[src/rtl/imm_gen_pipe.sv]
// Pipelined RV immediate generator with a 2-entry skid buffer and a saturating illegal-opcode counter.
// Optional SYSTEM/Zicsr decode is enabled by defining IMM_GEN_ZICSR_EN.
module imm_gen_pipe #(
    parameter int XLEN  = 32,
    parameter int CNT_W = 16
) (
    input  logic             clk,
    input  logic             reset,
    input  logic             flush,
    input  logic             in_valid,
    output logic             in_ready,
    input  logic [31:0]      inst_code,
    output logic             out_valid,
    input  logic             out_ready,
    output logic [XLEN-1:0]  imm_out,
    output logic [2:0]       fmt_out,
    output logic             illegal_out,
    output logic [CNT_W-1:0] illegal_cnt
);

    typedef enum logic [1:0] {S_EMPTY, S_ONE, S_TWO} state_e;

    localparam logic [2:0] FMT_NONE = 3'd0;
    localparam logic [2:0] FMT_I    = 3'd1;
    localparam logic [2:0] FMT_S    = 3'd2;
    localparam logic [2:0] FMT_B    = 3'd3;
    localparam logic [2:0] FMT_U    = 3'd4;
    localparam logic [2:0] FMT_J    = 3'd5;
    localparam logic [2:0] FMT_SH   = 3'd6;
`ifdef IMM_GEN_ZICSR_EN
    localparam logic [2:0] FMT_Z    = 3'd7;
`endif

    state_e            state_q, state_d;
    logic              in_ready_q, in_ready_d;
    logic [XLEN-1:0]   head_imm_q, head_imm_d, tail_imm_q, tail_imm_d;
    logic [2:0]        head_fmt_q, head_fmt_d, tail_fmt_q, tail_fmt_d;
    logic              head_ill_q, head_ill_d, tail_ill_q, tail_ill_d;
    logic [CNT_W-1:0]  cnt_q, cnt_d;

    logic [6:0]        opcode;
    logic [2:0]        funct3;
    logic              is_shift;
    logic [31:0]       dec_imm32;
    logic              dec_sext;
    logic [2:0]        dec_fmt;
    logic              dec_ill;
    logic [XLEN-1:0]   dec_imm;
    logic              accept;
    logic              deliver;

    assign opcode   = inst_code[6:0];
    assign funct3   = inst_code[14:12];
    assign is_shift = (funct3 == 3'b001) || (funct3 == 3'b101);

    // Decode works on a 32-bit immediate, widened to XLEN with the sign policy of its format.
    always_comb begin
        dec_imm32 = 32'd0;
        dec_sext  = 1'b1;
        dec_fmt   = FMT_NONE;
        dec_ill   = 1'b0;
        case (opcode)
            7'b0000011, 7'b1100111: begin
                dec_fmt   = FMT_I;
                dec_imm32 = {{20{inst_code[31]}}, inst_code[31:20]};
            end
            7'b0010011: begin
                if (is_shift) begin
                    dec_fmt  = FMT_SH;
                    dec_sext = 1'b0;
                    if (XLEN == 64) begin
                        dec_imm32 = {26'd0, inst_code[25:20]};
                    end else begin
                        dec_imm32 = {27'd0, inst_code[24:20]};
                        dec_ill   = inst_code[25];
                    end
                end else begin
                    dec_fmt   = FMT_I;
                    dec_imm32 = {{20{inst_code[31]}}, inst_code[31:20]};
                end
            end
            7'b0100011: begin
                dec_fmt   = FMT_S;
                dec_imm32 = {{20{inst_code[31]}}, inst_code[31:25], inst_code[11:7]};
            end
            7'b1100011: begin
                dec_fmt   = FMT_B;
                dec_imm32 = {{19{inst_code[31]}}, inst_code[31], inst_code[7],
                             inst_code[30:25], inst_code[11:8], 1'b0};
            end
            7'b0110111, 7'b0010111: begin
                dec_fmt   = FMT_U;
                dec_imm32 = {inst_code[31:12], 12'd0};
            end
            7'b1101111: begin
                dec_fmt   = FMT_J;
                dec_imm32 = {{11{inst_code[31]}}, inst_code[31], inst_code[19:12],
                             inst_code[20], inst_code[30:21], 1'b0};
            end
            7'b0110011, 7'b0001111: begin
                dec_fmt = FMT_NONE;
            end
            7'b0011011: begin
                if (XLEN != 64) begin
                    dec_ill = 1'b1;
                end else if (is_shift) begin
                    dec_fmt   = FMT_SH;
                    dec_sext  = 1'b0;
                    dec_imm32 = {27'd0, inst_code[24:20]};
                    dec_ill   = inst_code[25];
                end else begin
                    dec_fmt   = FMT_I;
                    dec_imm32 = {{20{inst_code[31]}}, inst_code[31:20]};
                end
            end
            7'b0111011: begin
                dec_ill = (XLEN != 64);
            end
`ifdef IMM_GEN_ZICSR_EN
            7'b1110011: begin
                dec_sext = 1'b0;
                case (funct3)
                    3'b101, 3'b110, 3'b111: begin
                        dec_fmt   = FMT_Z;
                        dec_imm32 = {27'd0, inst_code[19:15]};
                    end
                    3'b001, 3'b010, 3'b011: begin
                        dec_fmt   = FMT_I;
                        dec_imm32 = {20'd0, inst_code[31:20]};
                    end
                    3'b000:  dec_fmt = FMT_NONE;
                    default: dec_ill = 1'b1;
                endcase
            end
`endif
            default: dec_ill = 1'b1;
        endcase
        if (dec_ill) begin
            dec_imm32 = 32'd0;
            dec_fmt   = FMT_NONE;
        end
        dec_imm = dec_sext ? XLEN'($signed(dec_imm32)) : XLEN'(dec_imm32);
    end

    assign out_valid = (state_q != S_EMPTY);
    assign accept    = in_valid && in_ready_q;
    assign deliver   = out_valid && out_ready;

    // Head entry drives the outputs; tail only fills when the consumer stalls with the head occupied.
    always_comb begin
        state_d    = state_q;
        head_imm_d = head_imm_q;
        head_fmt_d = head_fmt_q;
        head_ill_d = head_ill_q;
        tail_imm_d = tail_imm_q;
        tail_fmt_d = tail_fmt_q;
        tail_ill_d = tail_ill_q;
        cnt_d      = cnt_q;
        if (flush) begin
            state_d = S_EMPTY;
        end else begin
            if (accept && dec_ill && (cnt_q != {CNT_W{1'b1}})) begin
                cnt_d = cnt_q + 1'b1;
            end
            case (state_q)
                S_EMPTY: begin
                    if (accept) begin
                        head_imm_d = dec_imm;
                        head_fmt_d = dec_fmt;
                        head_ill_d = dec_ill;
                        state_d    = S_ONE;
                    end
                end
                S_ONE: begin
                    if (accept && deliver) begin
                        head_imm_d = dec_imm;
                        head_fmt_d = dec_fmt;
                        head_ill_d = dec_ill;
                    end else if (accept) begin
                        tail_imm_d = dec_imm;
                        tail_fmt_d = dec_fmt;
                        tail_ill_d = dec_ill;
                        state_d    = S_TWO;
                    end else if (deliver) begin
                        state_d = S_EMPTY;
                    end
                end
                S_TWO: begin
                    if (deliver) begin
                        head_imm_d = tail_imm_q;
                        head_fmt_d = tail_fmt_q;
                        head_ill_d = tail_ill_q;
                        state_d    = S_ONE;
                    end
                end
                default: state_d = S_EMPTY;
            endcase
        end
        in_ready_d = (state_d != S_TWO);
    end

    always_ff @(posedge clk) begin
        if (reset) begin
            state_q    <= S_EMPTY;
            in_ready_q <= 1'b1;
            head_imm_q <= '0;
            head_fmt_q <= FMT_NONE;
            head_ill_q <= 1'b0;
            tail_imm_q <= '0;
            tail_fmt_q <= FMT_NONE;
            tail_ill_q <= 1'b0;
            cnt_q      <= '0;
        end else begin
            state_q    <= state_d;
            in_ready_q <= in_ready_d;
            head_imm_q <= head_imm_d;
            head_fmt_q <= head_fmt_d;
            head_ill_q <= head_ill_d;
            tail_imm_q <= tail_imm_d;
            tail_fmt_q <= tail_fmt_d;
            tail_ill_q <= tail_ill_d;
            cnt_q      <= cnt_d;
        end
    end

    assign in_ready    = in_ready_q;
    assign imm_out     = head_imm_q;
    assign fmt_out     = head_fmt_q;
    assign illegal_out = head_ill_q;
    assign illegal_cnt = cnt_q;

endmodule

[config.mk]
export PLATFORM = sky130hd
export DESIGN_NAME = imm_gen_pipe
export DESIGN_NICKNAME = d
export VERILOG_FILES = /design/src/rtl/imm_gen_pipe.sv
export SDC_FILE = /design/constraint.sdc
export NUM_CORES = 1
export LEC_CHECK = 0
export ABC_AREA = 0
export ABC_CLOCK_PERIOD_IN_PS = 2850
export CAP_MARGIN = 20
export CORE_ASPECT_RATIO = 0.9
export CORE_MARGIN = 10
export CORE_UTILIZATION = 40
export DETAILED_ROUTE_END_ITERATION = 7
export GPL_ROUTABILITY_DRIVEN = 0
export MAX_ROUTING_LAYER = met4
export PLACE_DENSITY = 0.68
export SYNTH_ARGS = -nofsm -noshare
export SYNTH_HDL_FRONTEND = slang
export SYNTH_SLANG_ARGS = --single-unit
[constraint.sdc]
create_clock -name clk -period 2.85 [get_ports clk]
set_input_delay 0.57 -clock clk [delete_from_list [all_inputs] [get_ports clk]]
set_output_delay 0.57 -clock clk [all_outputs]
set_load 0.02 [all_outputs]
==> metrics, run 1 <==
status=finished, final reports clean; synth top area cells=dfxtp_1 (41%), nand2_1 (5.5%), a211oi_1 (5.1%); Die H=119 um; Synth Instances=529; router iterations before antenna repair=5; # IOs=91; Final ANT Viol Nets=0; # nets final=659; Syn Nets=567; detailed-route via count=4,352; H-tree depth=3; most frequent cell after synthesis=dfxtp_1; post-synthesis async set-or-reset flop share=0%; WL final=13,000 um; clock sinks=91; max-slew violation count=0; Synth Register Bits=91; placed cells=743; vias in the first global route=4,223; Post-synth top cells=dfxtp_1 (91), nand2_1 (65), nor2_1 (56), o21ai_0 (32); Seq pwr share=43.9%; layout cell share with drive strength beyond 1=11.5%; combinational fraction of design power=13.2%; max cap viols=0; core area=10,800 um2; internal power=2.27 mW; I/O Buffers=90; Critical Path Fanout Max=11; top-area cell type share of the netlist area=41.4%; CTS tree=yes; WP data required=3.03 ns; total grt overflow=0; final setup fails=0; initial antenna violation count=0; Yosys top cell by area=dfxtp_1; final period utilization=89.1%; CP endpoint kind=flip-flop; Seq/Total Area, Yosys=41.4%; Critical Path AT=2.72 ns; vias per std cell=5.73; Net Sw Power=0.758 mW; clock power share=42.9%; Yosys warning count=0; Max-Slew Margin vs Limit=33.2%; Fmax=394 MHz; ys flop type=dfxtp_1; Post-Syn Area=4400 um2; total track usage=17.0%; Cell Rows=36; WHS=0.457 ns; CTS hold repair buffers=0; number of flops mapped to enable cells by yosys=0; initial core utilization=40.7%; postcts setup bufs=0; Slew @ Worst Pin=1.00 ns; number of diodes=0; WL per Instance=17.1 um; count of cell types in the netlist=58; cts repair resizes=0; hold crit path type=flip-flop to flip-flop; DRT iter0 DRCs=333; hpwl dp=9220 um; Root Driver=clkbuf_16; PwrDens=517 nW/um2; Num CTS Buffers=9; largest net degree at the start of global routing=40; Layout area overhead=33.3%; syn avg cell area=8.32 um2; fin cells=759; Worst Clk Skew=0.00628 ns; switching share of power=25.0%; die span in x=131 um; Final TNS setup=0 ns; die area=15,600 um2; Hold Fails Final Rpt=0; DRC Markers=0; clock period minus worst slack=2.54 ns; Bufs on Longest Clock Path=2; clock-pin slew of the registers on the worst-case setup and hold paths=0.07 ns; global-route wire length before repair=21,300 um; critical setup path kind=primary input to flip-flop; Clk Latency, worst-skew pair=0.34 ns; RSZ-0062 raised after global routing=false; LEAKAGE=2.01 nW; Worst IR Drop VDD=0.320 mV; critical path startpoint category=primary input
## metrics by stage
stage                     utilization, %  cell area, um2  worst slack (ns)  power [mW]
after floorplan                        -            4400             0.606        1.57
after global placement              51.2            5540           -0.0386        1.75
after detailed placement            51.2            5540           -0.0537        1.76
after CTS                           54.3            5870             0.314        3.05
after global routing                54.3            5870             0.176        3.14
final                               54.3            5870             0.311        3.03
## layout by cell type, fill, tap and decap left out, types with 16 or more instances in the layout
master and n:
a221oi_1 23, o21ai_0 32, a211oi_1 30, nor2_1 56, dfxtp_1 91, clkdlybuf4s50_1 89, nor3_1 16, nand3_1 19
buf_4 31, nand2_1 65, a21oi_1 29
## layout make-up
class	instances	area [um2]
fill	1024	4940
clock inverter	6	96.3
sequential	91	1820
timing repair buffer	123	1150
clock buffer	10	229
inverter	4	15.0
tap	133	166
multi-input combinational	392	2380
## flip-flops by register name, indices dropped and copies added (netlist names)
name	flops
imm_out	32
tail_imm_q	32
illegal_cnt	16
fmt_out	3
tail_fmt_q	3
state_q	2
illegal_out	1
in_ready	1
tail_ill_q	1
## power groups by stage
stage / sequential, mW / combinational [mW] / clock (mW)
final: 1.33 / 0.399 / 1.30
after CTS: 1.33 / 0.400 / 1.32
after global routing: 1.34 / 0.433 / 1.37
after global placement: 1.36 / 0.392 / 0
after floorplan: 1.39 / 0.173 / 0
after detailed placement: 1.36 / 0.397 / 0
## metal layers
layer  track usage [%]  vias up  part of all wire [%]
met3              3.39       10                   6.1
met1              22.0     2101                    45
met5                 -        -                     0
li1                  -     2116                     -
met4              3.82        0                  0.85
met2              26.7      125                    48
## path summary, 6_finish.rpt
check                                     from        endpoint  slack, ns  depth (start not counted)
worst max-delay path              inst_code[3]  tail_imm_q[22]       0.31                          7
worst min-delay path             tail_imm_q[9]   tail_imm_q[9]       0.46                          2
worst max register to register  illegal_cnt[0]  illegal_cnt[9]       0.81                          5
worst min register to register   tail_imm_q[9]   tail_imm_q[9]       0.46                          2
## critical path: stages
cell and delay [ns]:
clkdlybuf4s50_1 0.56, buf_4 0.20, nor2_1 0.06, o21ai_0 0.22, a211oi_2 0.10, a21oi_1 0.81
a211oi_1 0.19
## kinds of logic after synthesis
group,after synthesis,share of synthesized area (%)
AOI/OAI and AO/OA,149,24.0
adders and majority gates,1,0.284
and+or+nand+nor,229,26.3
xor gates and xnor gates,1,0.199
muxes,12,3.01
buffers and inverters,46,4.83
DFF,91,41.4
No activity file was read; power rests on OpenSTA's default activity.
==> run 2: changes to the inputs <==
--- a/config.mk
+++ b/config.mk
@@ -7,9 +7,9 @@
 export LEC_CHECK = 0
 export ABC_AREA = 0
 export ABC_CLOCK_PERIOD_IN_PS = 2850
-export CAP_MARGIN = 20
+export CAP_MARGIN = 5
 export CORE_ASPECT_RATIO = 0.9
-export CORE_MARGIN = 10
+export CORE_MARGIN = 2
 export CORE_UTILIZATION = 40
 export DETAILED_ROUTE_END_ITERATION = 7
 export GPL_ROUTABILITY_DRIVEN = 0
==> metrics, run 2 (synthesis gave the netlist of run 1 again) <==
status=finished, final reports clean (unchanged); PnR worst setup slack=0.308 ns (was 0.311 ns); Reg2Reg Depth=5 (unchanged); total track usage=21.7% (was 17.0%); register area=1820 um2 (unchanged); critical setup path kind=primary input to flip-flop (unchanged); Num CTS Buffers=9 (unchanged); WHS Path Cells=2 (unchanged); Worst Clk Skew=0.00727 ns (was 0.00628 ns); Root Driver=clkbuf_16 (unchanged); Bufs on Longest Clock Path=2 (unchanged); die span in x=115 um (was 131 um); hpwl dp=8620 um (was 9220 um); Die H=103 um (was 119 um); crit-path max cell delay=0.53 ns (was 0.81 ns); CTS hold repair buffers=0 (unchanged); max cap viols=0 (unchanged); Pwr Total=2.95 mW (was 3.03 mW); # nets final=661 (was 659); Final TNS setup=0 ns (unchanged); Seq pwr share=45.0% (was 43.9%); crit path to=imm_out[0] (was tail_imm_q[22]); vias per std cell=5.69 (was 5.73); # IOs=91 (unchanged); detailed-route via count=4,332 (was 4,352); most frequent cells in the layout=dfxtp_1 (91), clkdlybuf4s50_1 (89), nand2_1 (65), nor2_1 (56), buf_4 (34) (was dfxtp_1 (91), clkdlybuf4s50_1 (89), nand2_1 (65), nor2_1 (56), o21ai_0 (32)); Post-Place Setup Slack=-0.0477 ns (was -0.0537 ns); clock power share=41.4% (was 42.9%); Clk Latency, worst-skew pair=0.34 ns (about the same); total grt overflow=0 (unchanged); internal power=2.19 mW (was 2.27 mW); final setup fails=0 (unchanged); WL per Instance=16.4 um (was 17.1 um); area of the multi-input gates=2380 um2 (unchanged); GR Util met1=29.0% (was 22.0%); routing usage on met2=34.0% (was 26.7%); H-tree depth=3 (unchanged); Final Util=54.4% (was 54.3%); max-slew violation count=0 (unchanged); clock period minus worst slack=2.54 ns (about the same); router iterations before antenna repair=4 (was 5); combinational fraction of design power=13.6% (was 13.2%); clock sinks=91 (unchanged); Net Sw Power=0.769 mW (was 0.758 mW); layout cell share with drive strength beyond 1=11.8% (was 11.5%); global-route wire length before repair=20,000 um (was 21,300 um); number of diodes=0 (unchanged); critical path startpoint category=primary input (unchanged); clock-pin slew of the registers on the worst-case setup and hold paths=0.07 ns (about the same); switching share of power=26.0% (was 25.0%); initial core utilization=40.9% (was 40.7%); Critical Path Fanout Max=15 (was 11); Critical Path AT=2.78 ns (was 2.72 ns); LEAKAGE=2.01 nW (about the same); CP endpoint kind=flip-flop (unchanged); Cell Rows=36 (unchanged); vias in the first global route=3,961 (was 4,223); Max-Slew Margin vs Limit=40.0% (was 33.2%); DRC Markers=0 (unchanged); CP Cell Sequence=clkdlybuf4s50_1 > or2_4 > o211a_4 > nor3_4 > buf_4 > nand3_4 > a2111oi_4 (was clkdlybuf4s50_1 > buf_4 > nor2_1 > o21ai_0 > a211oi_2 > a21oi_1 > a211oi_1); hold crit path type=flip-flop to flip-flop (unchanged); I/O Buffers=90 (unchanged); DRT iter0 DRCs=335 (was 333); PwrDens=504 nW/um2 (was 517 nW/um2); RSZ-0062 raised after global routing=false (unchanged); R2R setup slack=0.81 ns (about the same); core area=10,800 um2 (about the same); worst flop-to-flop path endpoint=illegal_cnt[9] (unchanged); Final ANT Viol Nets=0 (unchanged); Fmax=393 MHz (was 394 MHz); initial antenna violation count=0 (unchanged); die area=11,900 um2 (was 15,600 um2); GR met3 Demand/Resource=3.67% (was 3.39%); WP data required=3.09 ns (was 3.03 ns); commonest non-fill, non-tap cell in the layout=dfxtp_1 (unchanged); largest net degree at the start of global routing=52 (was 40); final period utilization=89.2% (was 89.1%); Setup crit start=inst_code[6] (was inst_code[3]); WL final=12,500 um (was 13,000 um); Hold Fails Final Rpt=0 (unchanged); fillers=992 (was 1,024); CP max stage cell=nor3_4 (was a21oi_1); Worst IR Drop VDD=0.363 mV (was 0.320 mV); Layout area overhead=33.2% (was 33.3%); cts repair resizes=0 (unchanged); CTS tree=yes (unchanged); postcts setup bufs=0 (unchanged); r2r startpoint=illegal_cnt[0] (unchanged); Top Usage Layer GRT=met2 (unchanged); Slew @ Worst Pin=0.900 ns (was 1.00 ns)
## run 2: metrics by stage
| stage | std cells | cell area, um2 | hold slack (ns) |
|---|---|---|---|
| finish | 761 | 5860 | 0.457 |
| detailed placement | 745 | 5560 | 0.447 |
| global placement | 745 | 5560 | 0.438 |
| CTS | 761 | 5860 | 0.457 |
| floorplan | 529 | 4400 | 0.432 |
| global route | 761 | 5860 | 0.467 |
## run 2: worst min-delay path by stage
stage,slack (ns),to,start
after floorplan,0.43,tail_imm_q[31],tail_imm_q[31]
final,0.46,tail_imm_q[7],tail_imm_q[7]
after global routing,0.47,tail_imm_q[7],tail_imm_q[7]
after global placement,0.44,tail_fmt_q[2],tail_fmt_q[2]
after detailed placement,0.45,tail_fmt_q[2],tail_fmt_q[2]
after CTS,0.46,tail_fmt_q[0],tail_fmt_q[0]
## run 2: per-layer routing
| layer | part of all wire, % | wire length (um) | vias to the layer above |
|---|---|---|---|
| met4 | 1.2 | 145 | 0 |
| met5 | 0 | 0 | - |
| met1 | 46 | 5770 | 2047 |
| li1 | - | - | 2133 |
| met2 | 47 | 5830 | 141 |
| met3 | 5.7 | 717 | 11 |
## run 2: area by class of cell
type	count	area share [%]
Timing Repair Buffer	125	20.0
Clock buffer	10	3.91
Inverter	4	0.256
Tap cell	133	2.84
Multi-Input combinational cell	392	40.7
Sequential cell	91	31.1
Clock inverter	6	1.24
## run 2: critical path, delay by kind of cell
kind	cells	cell delay (ns)
and+or+nand+nor	3	0.88
AOI/OAI and AO/OA	2	0.60
buffers and inverters	2	0.72
## run 2: power by group through the flow
stage | Sequential [mW] | Combinational [mW] | Clock, mW
global route | 1.33 | 0.434 | 1.29
finish | 1.33 | 0.400 | 1.22
CTS | 1.33 | 0.400 | 1.25
detailed placement | 1.36 | 0.398 | 0
floorplan | 1.39 | 0.173 | 0
global placement | 1.36 | 0.393 | 0
==> run 3: changes to the inputs <==
--- a/config.mk
+++ b/config.mk
@@ -10,11 +10,12 @@
 export CAP_MARGIN = 5
 export CORE_ASPECT_RATIO = 0.9
 export CORE_MARGIN = 2
-export CORE_UTILIZATION = 40
+export CORE_UTILIZATION = 51
 export DETAILED_ROUTE_END_ITERATION = 7
 export GPL_ROUTABILITY_DRIVEN = 0
 export MAX_ROUTING_LAYER = met4
-export PLACE_DENSITY = 0.68
+export PLACE_DENSITY = 0.83
+export SLEW_MARGIN = 0
 export SYNTH_ARGS = -nofsm -noshare
 export SYNTH_HDL_FRONTEND = slang
 export SYNTH_SLANG_ARGS = --single-unit
==> metrics, run 3 (synthesis gave the netlist of run 1 again) <==
total grt overflow=0 (unchanged); max cap viols=0 (unchanged); # nets final=659 (was 661); initial core utilization=51.8% (was 40.9%); Worst IR Drop VDD=0.301 mV (was 0.363 mV); Num CTS Buffers=9 (unchanged); global-route wire length before repair=20,700 um (was 20,000 um); clock sinks=91 (unchanged); final period utilization=91.8% (was 89.2%); Slew @ Worst Pin=1.03 ns (was 0.900 ns); die area=9390 um2 (was 11,900 um2); Final TNS setup=0 ns (unchanged); cts repair resizes=0 (unchanged); Layout area overhead=30.6% (was 33.2%); most frequent cells in the layout=dfxtp_1 (91), clkdlybuf4s50_1 (89), nand2_1 (65), nor2_1 (56), o21ai_0 (32) (was dfxtp_1 (91), clkdlybuf4s50_1 (89), nand2_1 (65), nor2_1 (56), buf_4 (34)); CP endpoint kind=flip-flop (unchanged); total track usage=28.4% (was 21.7%); Worst Clk Skew=0.00843 ns (was 0.00727 ns); commonest non-fill, non-tap cell in the layout=dfxtp_1 (unchanged); number of diodes=0 (unchanged); PwrDens=474 nW/um2 (was 504 nW/um2); Cell Rows=32 (was 36); Critical Path AT=2.80 ns (was 2.78 ns); vias per std cell=6.07 (was 5.69); vias in the first global route=4,284 (was 3,961); WL final=12,700 um (was 12,500 um); RSZ-0062 raised after global routing=false (unchanged); die span in x=102 um (was 115 um); largest net degree at the start of global routing=39 (was 52); detailed-route via count=4,522 (was 4,332); WL per Instance=17.0 um (was 16.4 um); DRT iter0 DRCs=411 (was 335); critical setup path kind=primary input to flip-flop (unchanged); H-tree depth=3 (unchanged); Hold Fails Final Rpt=0 (unchanged); max-slew violation count=0 (unchanged); hold crit path type=flip-flop to flip-flop (unchanged); postcts setup bufs=0 (unchanged); Root Driver=clkbuf_8 (was clkbuf_16); critical path startpoint category=primary input (unchanged); layout cell share with drive strength beyond 1=11.5% (was 11.8%); initial antenna violation count=0 (unchanged); CTS hold repair buffers=0 (unchanged); Max-Slew Margin vs Limit=30.9% (was 40.0%); CTS tree=yes (unchanged); final setup fails=0 (unchanged); Fmax=382 MHz (was 393 MHz); core area=8490 um2 (was 10,800 um2); Bufs on Longest Clock Path=2 (unchanged); clock period minus worst slack=2.62 ns (was 2.54 ns); hpwl dp=8680 um (was 8620 um); LEAKAGE=1.97 nW (was 2.01 nW); Die H=92.1 um (was 103 um); router iterations before antenna repair=5 (was 4); status=finished, final reports clean (unchanged); # IOs=91 (unchanged); Clk Latency, worst-skew pair=0.36 ns (was 0.34 ns); Final ANT Viol Nets=0 (unchanged); clock-pin slew of the registers on the worst-case setup and hold paths=0.09 ns (was 0.07 ns); Critical Path Fanout Max=11 (was 15); Final Util=67.7% (was 54.4%); I/O Buffers=90 (unchanged); WP data required=3.04 ns (was 3.09 ns); DRC Markers=0 (unchanged)
[run 3: metal layers]
metal	track usage, %	wire length [um]
met1	36.6	5300
met2	43.9	6080
met5	-	0
met4	9.00	147
met3	7.16	1140
[run 3: final cells by class]
type	count	area, um2
clock buffer	10	128
clock inverter	6	96.3
fill	712	2740
inverter	4	15.0
multi-input combinational	392	2380
sequential	91	1820
tap	119	149
timing repair buffer	123	1150
[run 3: worst max-delay path, stage by stage]
cell and delay [ns]:
clkdlybuf4s50_1 0.60, and2b_1 0.24, o21ai_0 0.24, a211oi_2 0.10, a21boi_1 0.83, a221oi_1 0.21
[run 3: worst paths after layout]
path | startpoint | endpoint | slack (ns) | cells after the start
max reg2reg | state_q[1] | imm_out[22] | 0.58 | 6
max | inst_code[4] | imm_out[22] | 0.23 | 6
min reg2reg | tail_imm_q[5] | tail_imm_q[5] | 0.46 | 2
min | tail_imm_q[5] | tail_imm_q[5] | 0.46 | 2
[run 3: report_power, final]
group,internal (mW),switching (mW),leakage [nW]
registers,1.31,0.0225,0.739
logic,0.185,0.217,1.12
clock network,0.505,0.485,0.109
total,2.00,0.725,1.97
[run 3: per-stage QoR]
| step | hold WS [ns] | power (mW) | std cells | worst slack [ns] | area [um2] |
|---|---|---|---|---|---|
| 4_1_cts | 0.461 | 2.73 | 744 | 0.227 | 5740 |
| 3_5_place_dp | 0.449 | 1.76 | 728 | -0.176 | 5520 |
| 5_1_grt | 0.491 | 2.82 | 745 | 0.115 | 5750 |
| 6_report | 0.463 | 2.72 | 745 | 0.234 | 5750 |
| 3_3_place_gp | 0.438 | 1.74 | 728 | -0.0511 | 5520 |
| 2_1_floorplan | 0.432 | 1.57 | 529 | 0.606 | 4400 |
